<file path="src/rtl/csa_regmap_pkg.sv">
// csa_regmap_pkg
// Register map and shared types for csa_ram and its register-bus sequencer.
// Contents:
//   - fixed register addresses (BUSY, READY, CH, IN_VALID, IN_DATA0)
//   - address helpers for the registers whose position depends on IN_REGS/OUT_REGS
//   - sequencer state enum and read-tag kind enum
//   - lane width helper (data width split evenly over a register group)
package csa_regmap_pkg;

    localparam int unsigned ADDR_BUSY     = 32'd0;
    localparam int unsigned ADDR_READY    = 32'd1;
    localparam int unsigned ADDR_CH       = 32'd2;
    localparam int unsigned ADDR_IN_VALID = 32'd3;
    localparam int unsigned ADDR_IN_DATA0 = 32'd4;

    function automatic int unsigned addr_out_valid(input int unsigned in_regs);
        return 32'd4 + in_regs;
    endfunction

    function automatic int unsigned addr_out_data0(input int unsigned in_regs);
        return 32'd5 + in_regs;
    endfunction

    function automatic int unsigned addr_calc_times(input int unsigned in_regs,
                                                    input int unsigned out_regs);
        return 32'd5 + in_regs + out_regs;
    endfunction

    // Bits of a wide value carried by each register of a group.
    function automatic int unsigned lane_w(input int unsigned width,
                                           input int unsigned regs);
        return width / regs;
    endfunction

    typedef enum logic [3:0] {
        S_IDLE      = 4'd0,
        S_WR_CALC   = 4'd1,
        S_WR_CH     = 4'd2,
        S_POLL      = 4'd3,
        S_PUSH      = 4'd4,
        S_RD_IV     = 4'd5,
        S_BURST_IN  = 4'd6,
        S_RD_OV     = 4'd7,
        S_BURST_OUT = 4'd8,
        S_NEXT      = 4'd9,
        S_ERR       = 4'd10
    } seq_state_e;

    // What an in-flight read is for: a status word or a data lane.
    typedef enum logic [1:0] {
        TAG_STAT = 2'd0,
        TAG_IN   = 2'd1,
        TAG_OUT  = 2'd2
    } rd_kind_e;

endpackage

</file>
<file path="src/rtl/csa_rd_capture.sv">
// csa_rd_capture
// Tracks register reads through the fixed read latency and routes returning
// data either back to the sequencer (status reads) or into one lane of the
// assembled input/output result registers.
// Ports:
//   clk, rst_n          clock, synchronous active-low reset
//   iss_valid/kind/idx  read issued this cycle (aligned with ren) and its tag
//   rdata               register read data
//   stat_valid          a status read result is on rdata this cycle
//   pipe_empty          no read is in flight
//   res_in, res_out     assembled lanes, held until overwritten
module csa_rd_capture
    import csa_regmap_pkg::*;
#(
    parameter int DW         = 32,
    parameter int IN_W       = 40,
    parameter int OUT_W      = 48,
    parameter int IN_REGS    = 5,
    parameter int OUT_REGS   = 3,
    parameter int RD_LATENCY = 2,
    parameter int IDX_W      = 3
) (
    input  logic              clk,
    input  logic              rst_n,
    input  logic              iss_valid,
    input  rd_kind_e          iss_kind,
    input  logic [IDX_W-1:0]  iss_idx,
    input  logic [DW-1:0]     rdata,
    output logic              stat_valid,
    output logic              pipe_empty,
    output logic [IN_W-1:0]   res_in,
    output logic [OUT_W-1:0]  res_out
);
    localparam int LIN  = lane_w(IN_W, IN_REGS);
    localparam int LOUT = lane_w(OUT_W, OUT_REGS);
    localparam int L    = RD_LATENCY;

    logic [L-1:0]     v_q, v_d;
    rd_kind_e         kind_q [L];
    rd_kind_e         kind_d [L];
    logic [IDX_W-1:0] idx_q  [L];
    logic [IDX_W-1:0] idx_d  [L];
    logic [IN_W-1:0]  res_in_q, res_in_d;
    logic [OUT_W-1:0] res_out_q, res_out_d;

    // Tag shift and lane demux; the last stage lines up with valid rdata.
    always_comb begin
        v_d       = {v_q[L-2+1-1:0], iss_valid} ;
        kind_d[0] = iss_kind;
        idx_d[0]  = iss_idx;
        for (int k = 1; k < L; k++) begin
            kind_d[k] = kind_q[k-1];
            idx_d[k]  = idx_q[k-1];
        end
        res_in_d  = res_in_q;
        res_out_d = res_out_q;
        if (v_q[L-1] && (kind_q[L-1] == TAG_IN)) begin
            for (int k = 0; k < IN_REGS; k++) begin
                if (idx_q[L-1] == IDX_W'(k)) begin
                    res_in_d[k*LIN +: LIN] = rdata[LIN-1:0];
                end else begin
                    res_in_d[k*LIN +: LIN] = res_in_q[k*LIN +: LIN];
                end
            end
        end else if (v_q[L-1] && (kind_q[L-1] == TAG_OUT)) begin
            for (int k = 0; k < OUT_REGS; k++) begin
                if (idx_q[L-1] == IDX_W'(k)) begin
                    res_out_d[k*LOUT +: LOUT] = rdata[LOUT-1:0];
                end else begin
                    res_out_d[k*LOUT +: LOUT] = res_out_q[k*LOUT +: LOUT];
                end
            end
        end else begin
            res_in_d  = res_in_q;
            res_out_d = res_out_q;
        end
    end

    // Tag pipeline and result registers.
    always_ff @(posedge clk) begin
        if (!rst_n) begin
            v_q       <= '0;
            res_in_q  <= '0;
            res_out_q <= '0;
            for (int k = 0; k < L; k++) begin
                kind_q[k] <= TAG_STAT;
                idx_q[k]  <= '0;
            end
        end else begin
            v_q       <= v_d;
            res_in_q  <= res_in_d;
            res_out_q <= res_out_d;
            for (int k = 0; k < L; k++) begin
                kind_q[k] <= kind_d[k];
                idx_q[k]  <= idx_d[k];
            end
        end
    end

    assign stat_valid = v_q[L-1] && (kind_q[L-1] == TAG_STAT);
    assign pipe_empty = ~|v_q;
    assign res_in     = res_in_q;
    assign res_out    = res_out_q;

endmodule

</file>
<file path="src/rtl/csa_ram_seq_driver.sv">
// csa_ram_seq_driver
// Register-bus sequencer for csa_ram: programs CALC_TIMES and CHANNEL_INDEX,
// polls BUSY, pushes a counting pattern into the CSA input FIFO, then
// burst-reads the IN/OUT data registers of each channel and strobes the
// assembled result. One-shot or continuous over cfg_num_ch channels.
// Ports:
//   csa_in_wclk, rst_n        clock, synchronous active-low reset
//   start, cfg_*              sequence start and configuration (latched on start)
//   wen/waddr/wdata           register write, one-cycle pulse
//   ren/raddr/rdata           register read, data RD_LATENCY cycles after ren
//   csa_in_wen/csa_in_wdata   FIFO push; csa_in_error_full stalls pushes
//   res_valid/res_ch/res_in/res_out  per-channel result
//   busy, done, err_timeout   status
module csa_ram_seq_driver
    import csa_regmap_pkg::*;
#(
    parameter int C_S_AXI_DATA_WIDTH = 32,
    parameter int OPT_MEM_ADDR_BITS  = 10,
    parameter int CSA_CALC_IN_WIDTH  = 40,
    parameter int CSA_CALC_OUT_WIDTH = 48,
    parameter int IN_REGS            = 5,
    parameter int OUT_REGS           = 3,
    parameter int MAX_CHANNELS       = 4,
    parameter int RD_LATENCY         = 2,
    parameter int POLL_TIMEOUT       = 1024,
    localparam int CH_BITS           = $clog2(MAX_CHANNELS)
) (
    input  logic                          csa_in_wclk,
    input  logic                          rst_n,
    input  logic                          start,
    input  logic                          cfg_loop,
    input  logic [31:0]                   cfg_calc_times,
    input  logic [CH_BITS:0]              cfg_num_ch,
    input  logic [15:0]                   cfg_words,
    input  logic [CSA_CALC_IN_WIDTH-1:0]  cfg_seed,
    output logic                          wen,
    output logic [OPT_MEM_ADDR_BITS-1:0]  waddr,
    output logic [C_S_AXI_DATA_WIDTH-1:0] wdata,
    output logic                          ren,
    output logic [OPT_MEM_ADDR_BITS-1:0]  raddr,
    input  logic [C_S_AXI_DATA_WIDTH-1:0] rdata,
    output logic                          csa_in_wen,
    output logic [CSA_CALC_IN_WIDTH-1:0]  csa_in_wdata,
    input  logic                          csa_in_error_full,
    output logic                          res_valid,
    output logic [CH_BITS-1:0]            res_ch,
    output logic [CSA_CALC_IN_WIDTH-1:0]  res_in,
    output logic [CSA_CALC_OUT_WIDTH-1:0] res_out,
    output logic                          busy,
    output logic                          done,
    output logic                          err_timeout
);
    localparam int AW     = OPT_MEM_ADDR_BITS;
    localparam int DW     = C_S_AXI_DATA_WIDTH;
    localparam int IW     = CSA_CALC_IN_WIDTH;
    localparam int IDX_W  = $clog2(((IN_REGS > OUT_REGS) ? IN_REGS : OUT_REGS) + 1);
    localparam int POLL_W = $clog2(POLL_TIMEOUT + 1);
    localparam int NCH_W  = CH_BITS + 1;

    seq_state_e         state_q, state_d;
    logic [CH_BITS-1:0] ch_q, ch_d;
    logic [NCH_W-1:0]   num_ch_q, num_ch_d;
    logic [31:0]        calc_q, calc_d;
    logic [15:0]        words_q, words_d, word_q, word_d;
    logic [IW-1:0]      pattern_q, pattern_d;
    logic [POLL_W-1:0]  poll_q, poll_d;
    logic [IDX_W-1:0]   idx_q, idx_d, rd_idx_q, rd_idx_d;
    logic               pend_q, pend_d, loop_q, loop_d;
    logic               wen_q, wen_d, ren_q, ren_d, fwen_q, fwen_d;
    logic [AW-1:0]      waddr_q, waddr_d, raddr_q, raddr_d;
    logic [DW-1:0]      wdata_q, wdata_d;
    logic [IW-1:0]      fdata_q, fdata_d;
    rd_kind_e           rd_kind_q, rd_kind_d;
    logic               res_valid_q, res_valid_d, busy_q, busy_d;
    logic               done_q, done_d, err_q, err_d;
    logic [CH_BITS-1:0] res_ch_q, res_ch_d;
    logic               cap_stat_valid, cap_empty;

    // Sequencer next-state and output decode.
    always_comb begin
        state_d     = state_q;
        ch_d        = ch_q;
        num_ch_d    = num_ch_q;
        calc_d      = calc_q;
        words_d     = words_q;
        word_d      = word_q;
        pattern_d   = pattern_q;
        poll_d      = poll_q;
        idx_d       = idx_q;
        pend_d      = pend_q;
        loop_d      = loop_q;
        wen_d       = 1'b0;
        waddr_d     = waddr_q;
        wdata_d     = wdata_q;
        ren_d       = 1'b0;
        raddr_d     = raddr_q;
        rd_kind_d   = rd_kind_q;
        rd_idx_d    = rd_idx_q;
        fwen_d      = 1'b0;
        fdata_d     = fdata_q;
        res_valid_d = 1'b0;
        res_ch_d    = res_ch_q;
        busy_d      = busy_q;
        done_d      = 1'b0;
        err_d       = err_q;
        case (state_q)
            // IDLE and ERR both wait for start; start also clears a timeout.
            S_IDLE, S_ERR: begin
                if (start) begin
                    calc_d    = cfg_calc_times;
                    words_d   = cfg_words;
                    loop_d    = cfg_loop;
                    pattern_d = cfg_seed;
                    ch_d      = '0;
                    busy_d    = 1'b1;
                    err_d     = 1'b0;
                    state_d   = S_WR_CALC;
                    if (cfg_num_ch == NCH_W'(0)) begin
                        num_ch_d = NCH_W'(1);
                    end else if (cfg_num_ch > NCH_W'(MAX_CHANNELS)) begin
                        num_ch_d = NCH_W'(MAX_CHANNELS);
                    end else begin
                        num_ch_d = cfg_num_ch;
                    end
                end else begin
                    state_d = state_q;
                end
            end
            S_WR_CALC: begin
                wen_d   = 1'b1;
                waddr_d = AW'(addr_calc_times(IN_REGS, OUT_REGS));
                wdata_d = DW'(calc_q);
                state_d = S_WR_CH;
            end
            S_WR_CH: begin
                wen_d   = 1'b1;
                waddr_d = AW'(ADDR_CH);
                wdata_d = DW'(ch_q);
                poll_d  = '0;
                pend_d  = 1'b0;
                word_d  = 16'd0;
                state_d = S_POLL;
            end
            S_POLL: begin
                if (!pend_q) begin
                    ren_d     = 1'b1;
                    raddr_d   = AW'(ADDR_BUSY);
                    rd_kind_d = TAG_STAT;
                    pend_d    = 1'b1;
                end else if (cap_stat_valid) begin
                    if (rdata == '0) begin
                        pend_d  = 1'b0;
                        state_d = (words_q == 16'd0) ? S_RD_IV : S_PUSH;
                    end else if ((poll_q + POLL_W'(1)) == POLL_W'(POLL_TIMEOUT)) begin
                        poll_d  = poll_q + POLL_W'(1);
                        pend_d  = 1'b0;
                        err_d   = 1'b1;
                        busy_d  = 1'b0;
                        state_d = S_ERR;
                    end else begin
                        // Still busy: reissue in the same cycle the answer lands.
                        poll_d    = poll_q + POLL_W'(1);
                        ren_d     = 1'b1;
                        raddr_d   = AW'(ADDR_BUSY);
                        rd_kind_d = TAG_STAT;
                    end
                end else begin
                    pend_d = pend_q;
                end
            end
            S_PUSH: begin
                if (!csa_in_error_full) begin
                    fwen_d    = 1'b1;
                    fdata_d   = pattern_q;
                    pattern_d = pattern_q + IW'(1);
                    word_d    = word_q + 16'd1;
                    if ((word_q + 16'd1) == words_q) begin
                        state_d = S_RD_IV;
                    end else begin
                        state_d = S_PUSH;
                    end
                end else begin
                    state_d = S_PUSH;
                end
            end
            S_RD_IV, S_RD_OV: begin
                if (!pend_q) begin
                    ren_d     = 1'b1;
                    raddr_d   = (state_q == S_RD_IV) ? AW'(ADDR_IN_VALID)
                                                     : AW'(addr_out_valid(IN_REGS));
                    rd_kind_d = TAG_STAT;
                    pend_d    = 1'b1;
                end else if (cap_stat_valid) begin
                    pend_d = 1'b0;
                    idx_d  = '0;
                    if (rdata == '0) begin
                        state_d = S_NEXT;
                    end else begin
                        state_d = (state_q == S_RD_IV) ? S_BURST_IN : S_BURST_OUT;
                    end
                end else begin
                    pend_d = pend_q;
                end
            end
            S_BURST_IN: begin
                if (idx_q < IDX_W'(IN_REGS)) begin
                    ren_d     = 1'b1;
                    raddr_d   = AW'(ADDR_IN_DATA0) + AW'(idx_q);
                    rd_kind_d = TAG_IN;
                    rd_idx_d  = idx_q;
                    idx_d     = idx_q + IDX_W'(1);
                end else if (!ren_q && cap_empty) begin
                    state_d = S_RD_OV;
                end else begin
                    state_d = S_BURST_IN;
                end
            end
            S_BURST_OUT: begin
                if (idx_q < IDX_W'(OUT_REGS)) begin
                    ren_d     = 1'b1;
                    raddr_d   = AW'(addr_out_data0(IN_REGS)) + AW'(idx_q);
                    rd_kind_d = TAG_OUT;
                    rd_idx_d  = idx_q;
                    idx_d     = idx_q + IDX_W'(1);
                end else if (!ren_q && cap_empty) begin
                    res_valid_d = 1'b1;
                    res_ch_d    = ch_q;
                    state_d     = S_NEXT;
                end else begin
                    state_d = S_BURST_OUT;
                end
            end
            S_NEXT: begin
                if ((NCH_W'(ch_q) + NCH_W'(1)) < num_ch_q) begin
                    ch_d    = ch_q + CH_BITS'(1);
                    state_d = S_WR_CH;
                end else begin
                    done_d = 1'b1;
                    ch_d   = '0;
                    if (loop_q) begin
                        state_d = S_WR_CALC;
                    end else begin
                        busy_d  = 1'b0;
                        state_d = S_IDLE;
                    end
                end
            end
            default: begin
                busy_d  = 1'b0;
                state_d = S_IDLE;
            end
        endcase
    end

    // State and registered outputs.
    always_ff @(posedge csa_in_wclk) begin
        if (!rst_n) begin
            state_q     <= S_IDLE;
            ch_q        <= '0;
            num_ch_q    <= '0;
            calc_q      <= 32'd0;
            words_q     <= 16'd0;
            word_q      <= 16'd0;
            pattern_q   <= '0;
            poll_q      <= '0;
            idx_q       <= '0;
            pend_q      <= 1'b0;
            loop_q      <= 1'b0;
            wen_q       <= 1'b0;
            waddr_q     <= '0;
            wdata_q     <= '0;
            ren_q       <= 1'b0;
            raddr_q     <= '0;
            rd_kind_q   <= TAG_STAT;
            rd_idx_q    <= '0;
            fwen_q      <= 1'b0;
            fdata_q     <= '0;
            res_valid_q <= 1'b0;
            res_ch_q    <= '0;
            busy_q      <= 1'b0;
            done_q      <= 1'b0;
            err_q       <= 1'b0;
        end else begin
            state_q     <= state_d;
            ch_q        <= ch_d;
            num_ch_q    <= num_ch_d;
            calc_q      <= calc_d;
            words_q     <= words_d;
            word_q      <= word_d;
            pattern_q   <= pattern_d;
            poll_q      <= poll_d;
            idx_q       <= idx_d;
            pend_q      <= pend_d;
            loop_q      <= loop_d;
            wen_q       <= wen_d;
            waddr_q     <= waddr_d;
            wdata_q     <= wdata_d;
            ren_q       <= ren_d;
            raddr_q     <= raddr_d;
            rd_kind_q   <= rd_kind_d;
            rd_idx_q    <= rd_idx_d;
            fwen_q      <= fwen_d;
            fdata_q     <= fdata_d;
            res_valid_q <= res_valid_d;
            res_ch_q    <= res_ch_d;
            busy_q      <= busy_d;
            done_q      <= done_d;
            err_q       <= err_d;
        end
    end

    csa_rd_capture #(
        .DW         (DW),
        .IN_W       (CSA_CALC_IN_WIDTH),
        .OUT_W      (CSA_CALC_OUT_WIDTH),
        .IN_REGS    (IN_REGS),
        .OUT_REGS   (OUT_REGS),
        .RD_LATENCY (RD_LATENCY),
        .IDX_W      (IDX_W)
    ) u_rd_capture (
        .clk        (csa_in_wclk),
        .rst_n      (rst_n),
        .iss_valid  (ren_q),
        .iss_kind   (rd_kind_q),
        .iss_idx    (rd_idx_q),
        .rdata      (rdata),
        .stat_valid (cap_stat_valid),
        .pipe_empty (cap_empty),
        .res_in     (res_in),
        .res_out    (res_out)
    );

    assign wen          = wen_q;
    assign waddr        = waddr_q;
    assign wdata        = wdata_q;
    assign ren          = ren_q;
    assign raddr        = raddr_q;
    assign csa_in_wen   = fwen_q;
    assign csa_in_wdata = fdata_q;
    assign res_valid    = res_valid_q;
    assign res_ch       = res_ch_q;
    assign busy         = busy_q;
    assign done         = done_q;
    assign err_timeout  = err_q;

endmodule

</file>
<file path="config.mk">
export PLATFORM = sky130hd
export DESIGN_NAME = csa_ram_seq_driver
export DESIGN_NICKNAME = d
export VERILOG_FILES = /design/src/rtl/csa_regmap_pkg.sv /design/src/rtl/csa_rd_capture.sv /design/src/rtl/csa_ram_seq_driver.sv
export SDC_FILE = /design/constraint.sdc
export NUM_CORES = 1
export LEC_CHECK = 0
export ABC_AREA = 1
export CAP_MARGIN = 20
export CORE_UTILIZATION = 35
export DETAILED_ROUTE_END_ITERATION = 8
export PLACE_DENSITY = 0.65
export SLEW_MARGIN = 30
export SYNTH_ARGS = -nofsm -noshare
export SYNTH_HDL_FRONTEND = slang
export SYNTH_SLANG_ARGS = --single-unit
export TNS_END_PERCENT = 10
</file>
<file path="constraint.sdc">
create_clock -name csa_in_wclk -period 5.86 [get_ports csa_in_wclk]
set_input_delay 1.758 -clock csa_in_wclk [delete_from_list [all_inputs] [get_ports csa_in_wclk]]
set_output_delay 1.758 -clock csa_in_wclk [all_outputs]
set_load 0.005 [all_outputs]
</file>
==> metrics.yaml, run 1 <==
outcome:
  status: "finished clean"
finish:
  multi_input_area_um2: 6867
  drive_gt1_frac: 0.06614
  area_growth_pct: 32.29
  nFillCells: 4008
  fin_cells: 2823
  layout.nets: 2408
  fin_util: 0.4729
  ff_latch_area_um2: 6446
  final_cell_area_um2: 18920
  antennaDiodeCount: 0
synthesis:
  synthArstFlopShare: 0
  post-synth-top-count-cell: "nor2_1"
  syn_inst: 2010
  netlist_top_cells_count: "411 x nor2_1, 390 x nand2_1, 322 x dfxtp_1"
  ys_seq_area_frac: 0.4507
  synth_cell_types: 57
  ys_top_cells_by_area: "dfxtp_1 45%, nor2_1 11%, nand2_1 10%"
  synthFlopType: "dfxtp_1"
  avgSynthCellArea_um2: 7.116
  yosysTopAreaCell: "dfxtp_1"
  synth_edf_count: 0
  ys_warn_count: 0
  synth_top_area_share: 0.4507
  ys_ff_latch: 322
  syn_area_um2: 14300
placement:
  dp_slack_ns: 1.419
  gp_congestion: 0.9197
  dpl-instance-area_um2: 17650
  place.port_buffers: 305
  dp.cells: 2755
  dp_hpwl_mm: 32.29
sta:
  finalHoldViolations: 0
  fin_skew_ns: 0.02482
  clock.fmax_ghz: 0.2570
  final_max_slew_viol_count: 0
  rsz0062_at_grt: "no"
  layout_min_cycle_time_ns: 3.892
  setup_violations: 0
  worst_pin_slew_ns: 0.9174
  hold_slack_ns: 0.4151
  relSlewSlack: 0.3869
  fin_ws_ns: 1.968
  tns_ns: 0
  fin_crit_sh: 0.6641
setup_path:
  worstSetupPathType: "in2reg"
  worstPathRequired_ns: 6.28
  slowest_stage: "inv_2"
  cp_common_cell: "nand2_2"
  crit_arrival_ns: 4.31
  endpoint_kind: "flip-flop"
  slowest_delay_ns: 0.77
  critPathTopFamily: "buffers and inverters"
  critPathMaxFanout: 45
  start_kind: "primary input"
  path_cells: "clkdlybuf4s50_1, inv_1, nand2_2, nand2_2, inv_2, nor2_1, o21ai_0, a21oi_1"
  path_buf_inv: 3
route:
  dr.pass1.iters: 5
  drc: 0
  wl_mm: 46.29
  wl_per_cell_um: 16.40
  antenna_left: 0
  drtIter0Drc: 928
  viasPerCell: 4.991
  routed-via-count: 14090
clock_tree:
  clk_pin_slew_ns: 0.06
  worstSkewPairLatency_ns: 0.56
  cts_hold_buf: 0
  h-tree-depth: 2
  numCtsBuffers: 38
  clockBufferDepth: 3
  post-cts-setup-buffers: 0
  cts_resized: 0
  clock-sinks: 322
  cts_tree: "yes"
  cts-root-buf: "clkbuf_16"
grt:
  grt_remaining_overflow: 0
  grt_max_degree: 76
  antenna_found_initial: 0
  grt_usage: 0.2197
  first_global_vias: 13660
  grt_pass1_wl_mm: 73.25
pwr:
  report.power.total_mw: 6.295
  power_density_nw_per_um2: 332.7
  p_leak_nw: 7.187
  irDropWorstVdd_mv: 0.2112
floorplanning:
  dieArea_um2: 41680
  io_pins: 317
  dieHeight_um: 204.2
  coreArea_um2: 40010
  fp.dieW_um: 204.2
  rows: 73
  initial_core_util: 0.3575
run:
  drv_cap: 0
worst_hold_path:
  hp-class: "reg2reg"
==> routing by layer <==
layer	track usage	up-vias	routed length, µm	share of wire
li1	-	7017	-	-
met1	0.2734	6517	19940	0.43
met2	0.3631	485	21270	0.46
met3	0.06298	72	3792	0.082
met4	0.07143	0	1290	0.028
met5	0	-	0	0
==> final cells by class <==
cell class / count / share of cell area
Clock buffer: 57 / 0.06203
Clock inverter: 11 / 0.005026
Inverter: 140 / 0.02824
Multi-Input combinational cell: 1450 / 0.3629
Sequential cell: 322 / 0.3407
Tap cell: 525 / 0.03472
Timing Repair Buffer: 318 / 0.1664
==> state kept, by name (all words and copies together) (netlist names), 5 cells and up <==
register / flops
calc_q: 32
csa_in_wdata: 40
pattern_q: 40
poll_q: 11
raddr: 5
u_rd_capture.idx_q: 6
u_rd_capture.res_in: 40
u_rd_capture.res_out: 48
wdata: 32
word_q: 16
words_q: 16
==> cell families after synthesis <==
logic type	count (synthesis)	synth area share
other	1	0.0002622
AOI/OAI and AO/OA	409	0.1564
buffers and inverters	248	0.07305
xor gates and xnor gates	24	0.01662
adders and majority gates	10	0.008748
DFF	322	0.4507
and+or+nand+nor	996	0.2942
==> power by group <==
part / internal (mW) / leakage, nW / switching [mW]
clock network: 1.43 / 0.623 / 0.952
logic: 0.481 / 3.95 / 0.802
registers: 2.42 / 2.61 / 0.206
total: 4.34 / 7.19 / 1.96
==> final timing paths <==
check                           startpoint                  endpoint  slack [ns]  depth (start not counted)
hold reg to reg   u_rd_capture.idx_q[0][2]  u_rd_capture.idx_q[0][5]        0.42                          2
setup reg to reg                state_q[1]             pattern_q[33]        2.92                          9
setup / recovery         csa_in_error_full             pattern_q[33]        1.97                          8
hold / removal    u_rd_capture.idx_q[0][2]  u_rd_capture.idx_q[0][5]        0.42                          2
==> worst reg2reg max path: stages, from the launching register on <==
cell and delay, ns:
dfxtp_1 0.42, nor2_1 0.07, inv_1 0.18, nor2_4 0.08
nand2_2 0.43, nand2_2 0.55, inv_2 0.77, nor2_1 0.10
o21ai_0 0.12, a21oi_1 0.09
==> cell usage in the layout, fill, tap and decap left out, drive strengths merged, types with 10 or more instances in the layout <==
cell / synthesis / final
a21oi: 156 / 156
buf: 46 / 14
clkbuf: 62 / 57
clkdlybuf4s50: 0 / 304
conb: 1 / 11
dfxtp: 322 / 322
ha: 10 / 10
inv: 138 / 140
nand2: 403 / 403
nand3: 78 / 78
nand3b: 11 / 11
nand4: 16 / 16
nor2: 435 / 435
nor3: 27 / 27
nor4: 10 / 10
o211ai: 15 / 15
o21ai: 201 / 201
or2: 11 / 11
xor2: 17 / 17
(Power assumes the default switching activity.)
==> run 2, diff against run 1 <==
clock period = 3.6 ns   (was 5.86 ns; I/O delays follow)
==> run 2 against run 1 <==
  * Clock power up 66%
  * Final cell count up 0.50%
  * Die area unchanged
  * Sequential cell count unchanged
  * Non-clock buffer count up 17
  * Highest routed layer is now met5
  * Critical endpoint is now raddr[0]
==> metrics.yaml, run 2 (synthesis gave the netlist of run 1 again) <==
outcome:
  status: "finished clean"  # unchanged
setup_path:
  path_cells: "clkdlybuf4s50_1, nor4_1, buf_4, nand3_1, nor2_4, inv_1, nand2_1, nand2_2, nand2_4, inv_2, nor2_1, nor2_1"  # was clkdlybuf4s50_1, inv_1, nand2_2, nand2_2, inv_2, nor2_1, o21ai_0, a21oi_1
  cp_common_cell: "nor2_1"  # was nand2_2
  slowest_delay_ns: 0.47  # was 0.77 ns
  endpoint_kind: "flip-flop"  # unchanged
  crit_arrival_ns: 3.04  # was 4.31 ns
  slowest_stage: "clkdlybuf4s50_1"  # was inv_2
  path_buf_inv: 4  # was 3
  start_kind: "primary input"  # unchanged
  rr_worst_depth: 8  # was 9
  rr_endpoint: "pattern_q[14]"  # was pattern_q[33]
  worstSetupPathType: "in2reg"  # unchanged
  r2r_slack_ns: 1.15  # was 2.92 ns
  r2r-start: "pattern_q[0]"  # was state_q[1]
  critPathTopFamily: "simple AND/OR/NAND/NOR gates"  # was buffers and inverters
  worstPathRequired_ns: 4.02  # was 6.28 ns
  critPathMaxFanout: 8  # was 45
finish:
  largest_register_ffs: 48  # unchanged
  drive_gt1_frac: 0.07050  # was 0.06614
  antennaDiodeCount: 0  # unchanged
  mostFrequentLayoutCells: "408 x nor2_1, 390 x nand2_1, 322 x dfxtp_1, 304 x clkdlybuf4s50_1, 198 x o21ai_0"  # unchanged
  ff_latch_area_um2: 6446  # unchanged
  multi_input_area_um2: 6867  # unchanged
  mostFrequentLayoutCell: "nor2_1"  # unchanged
  nFillCells: 3993  # was 4,008
  fin_util: 0.4774  # was 0.4729
  area_growth_pct: 33.53  # was 32.29%
  fin_cells: 2837  # was 2,823
  layout.nets: 2424  # was 2,408
grt:
  grtUsageMet3: 0.05963  # was 0.06298
  grt.busiest_layer: "met2"  # unchanged
  grt_usage: 0.2203  # was 0.2197
  grt_remaining_overflow: 0  # unchanged
  met1_usage: 0.2725  # was 0.2734
  first_global_vias: 13670  # was 13,660
  met2_usage: 0.3596  # was 0.3631
  antenna_found_initial: 1  # was 0
  grt_max_degree: 163  # was 76
  grt_pass1_wl_mm: 73.50  # was 73.25 mm
sta:
  fin_skew_ns: 0.01486  # was 0.02482 ns
  rsz0062_at_grt: "no"  # unchanged
  finalHoldViolations: 0  # unchanged
  clock.fmax_ghz: 0.3815
  tns_ns: 0  # unchanged
  layout_min_cycle_time_ns: 2.622
  relSlewSlack: 0.4267  # was 0.3869
  final_max_slew_viol_count: 0  # unchanged
  worst_pin_slew_ns: 0.8578  # was 0.9174 ns
  fin_crit_sh: 0.7282
  setup_violations: 0  # unchanged
pwr:
  irDropWorstVdd_mv: 0.3428  # was 0.2112 mV
  p_leak_nw: 7.286  # was 7.187 nW
  report.power.total_mw: 10.37  # was 6.295 mW
  power_density_nw_per_um2: 543.2  # was 332.7 nW/µm²
placement:
  place.port_buffers: 305  # unchanged
  dp.cells: 2772  # was 2,755
  dp_hpwl_mm: 32.88  # was 32.29 mm
  gp_congestion: 0.9076  # was 0.9197
route:
  wl_mm: 46.43  # was 46.29 mm
  drtIter0Drc: 884  # was 928
  wl_per_cell_um: 16.37  # was 16.40 µm
  drc: 0  # unchanged
  routed-via-count: 14180  # was 14,090
  antenna_left: 0  # unchanged
  dr.pass1.iters: 6  # was 5
  viasPerCell: 5.000  # was 4.991
worst_hold_path:
  hp-class: "reg2reg"  # unchanged
  hold_start: "u_rd_capture.kind_q[0][1]"  # was u_rd_capture.idx_q[0][2]
  hold-path-endpoint: "u_rd_capture.kind_q[0][3]"  # was u_rd_capture.idx_q[0][5]
  whs_path_depth: 2  # unchanged
floorplanning:
  coreArea_um2: 40010  # unchanged
  rows: 73  # unchanged
  dieHeight_um: 204.2  # unchanged
  dieArea_um2: 41680  # unchanged
  io_pins: 317  # unchanged
  initial_core_util: 0.3575  # unchanged
  fp.dieW_um: 204.2  # unchanged
clock_tree:
  cts-root-buf: "clkbuf_16"  # unchanged
  h-tree-depth: 2  # unchanged
  clockBufferDepth: 3  # unchanged
  numCtsBuffers: 37  # was 38
  clock-sinks: 322  # unchanged
  cts_tree: "yes"  # unchanged
  worstSkewPairLatency_ns: 0.54  # was 0.56 ns
  clk_pin_slew_ns: 0.05  # was 0.06 ns
  cts_hold_buf: 0  # unchanged
  post-cts-setup-buffers: 0  # unchanged
  cts_resized: 0  # unchanged
run:
  drv_cap: 0  # unchanged
-- run 2: cell count changes in the layout (fill, tap and decap cells not counted) --
cell and change:
buf_4 +14, clkbuf_8 -5, buf_12 +3, bufinv_16 +3, clkbuf_1 +3, clkinv_2 -3, clkinv_4 +3, clkinvlp_4 -3
inv_6 -1
-- run 2: power breakdown --
part | total [mW] | internal (mW) | switching (mW)
clock | 3.95 | 2.44 | 1.52
sequential | 4.28 | 3.95 | 0.334
combinational | 2.14 | 0.820 | 1.32
total | 10.4 | 7.20 | 3.17
-- run 2: area by class of cell --
type                       instances  share of cell area
sequential                       322              0.3375
inverter                         140             0.02797
clock inverter                    10            0.008648
multi-input combinational       1450              0.3595
timing repair buffer             335              0.1735
tap                              525             0.03439
clock buffer                      55             0.05844
-- run 2: worst max path at each step --
stage | start | endpoint | cells past startpoint
3_5_place_dp | rdata[10] | raddr[0] | 12
5_1_grt | rdata[10] | raddr[0] | 12
2_1_floorplan | rdata[3] | poll_q[5] | 12
6_report | rdata[10] | raddr[0] | 12
3_3_place_gp | rdata[10] | poll_q[6] | 12
4_1_cts | raddr[3] | raddr[3] | 1
-- run 2: per-layer routing --
layer | share of wire | up-vias | routed length (µm)
met5 | 0.00026 | - | 12
li1 | - | 7042 | -
met3 | 0.084 | 94 | 3905
met1 | 0.42 | 6529 | 19410
met2 | 0.46 | 517 | 21510
met4 | 0.034 | 2 | 1592
-- run 2: per-stage QoR --
step           hold WS, ns  instance area [µm²]  setup WS, ns
6_report            0.4130                19100        0.9784
5_1_grt             0.4341                19100        0.8908
4_1_cts             0.4230                19100        0.9637
3_5_place_dp        0.4025                17820        0.4656
3_3_place_gp        0.4043                17820        0.5912
2_1_floorplan       0.3905                14340         1.104
-- run 2: tightest hold or removal path, delay by kind of cell, from the launching register on --
kind                   cells  cell delay (ns)
DFF                        1             0.31
and+or+nand+nor            1             0.05
buffers and inverters      1             0.04
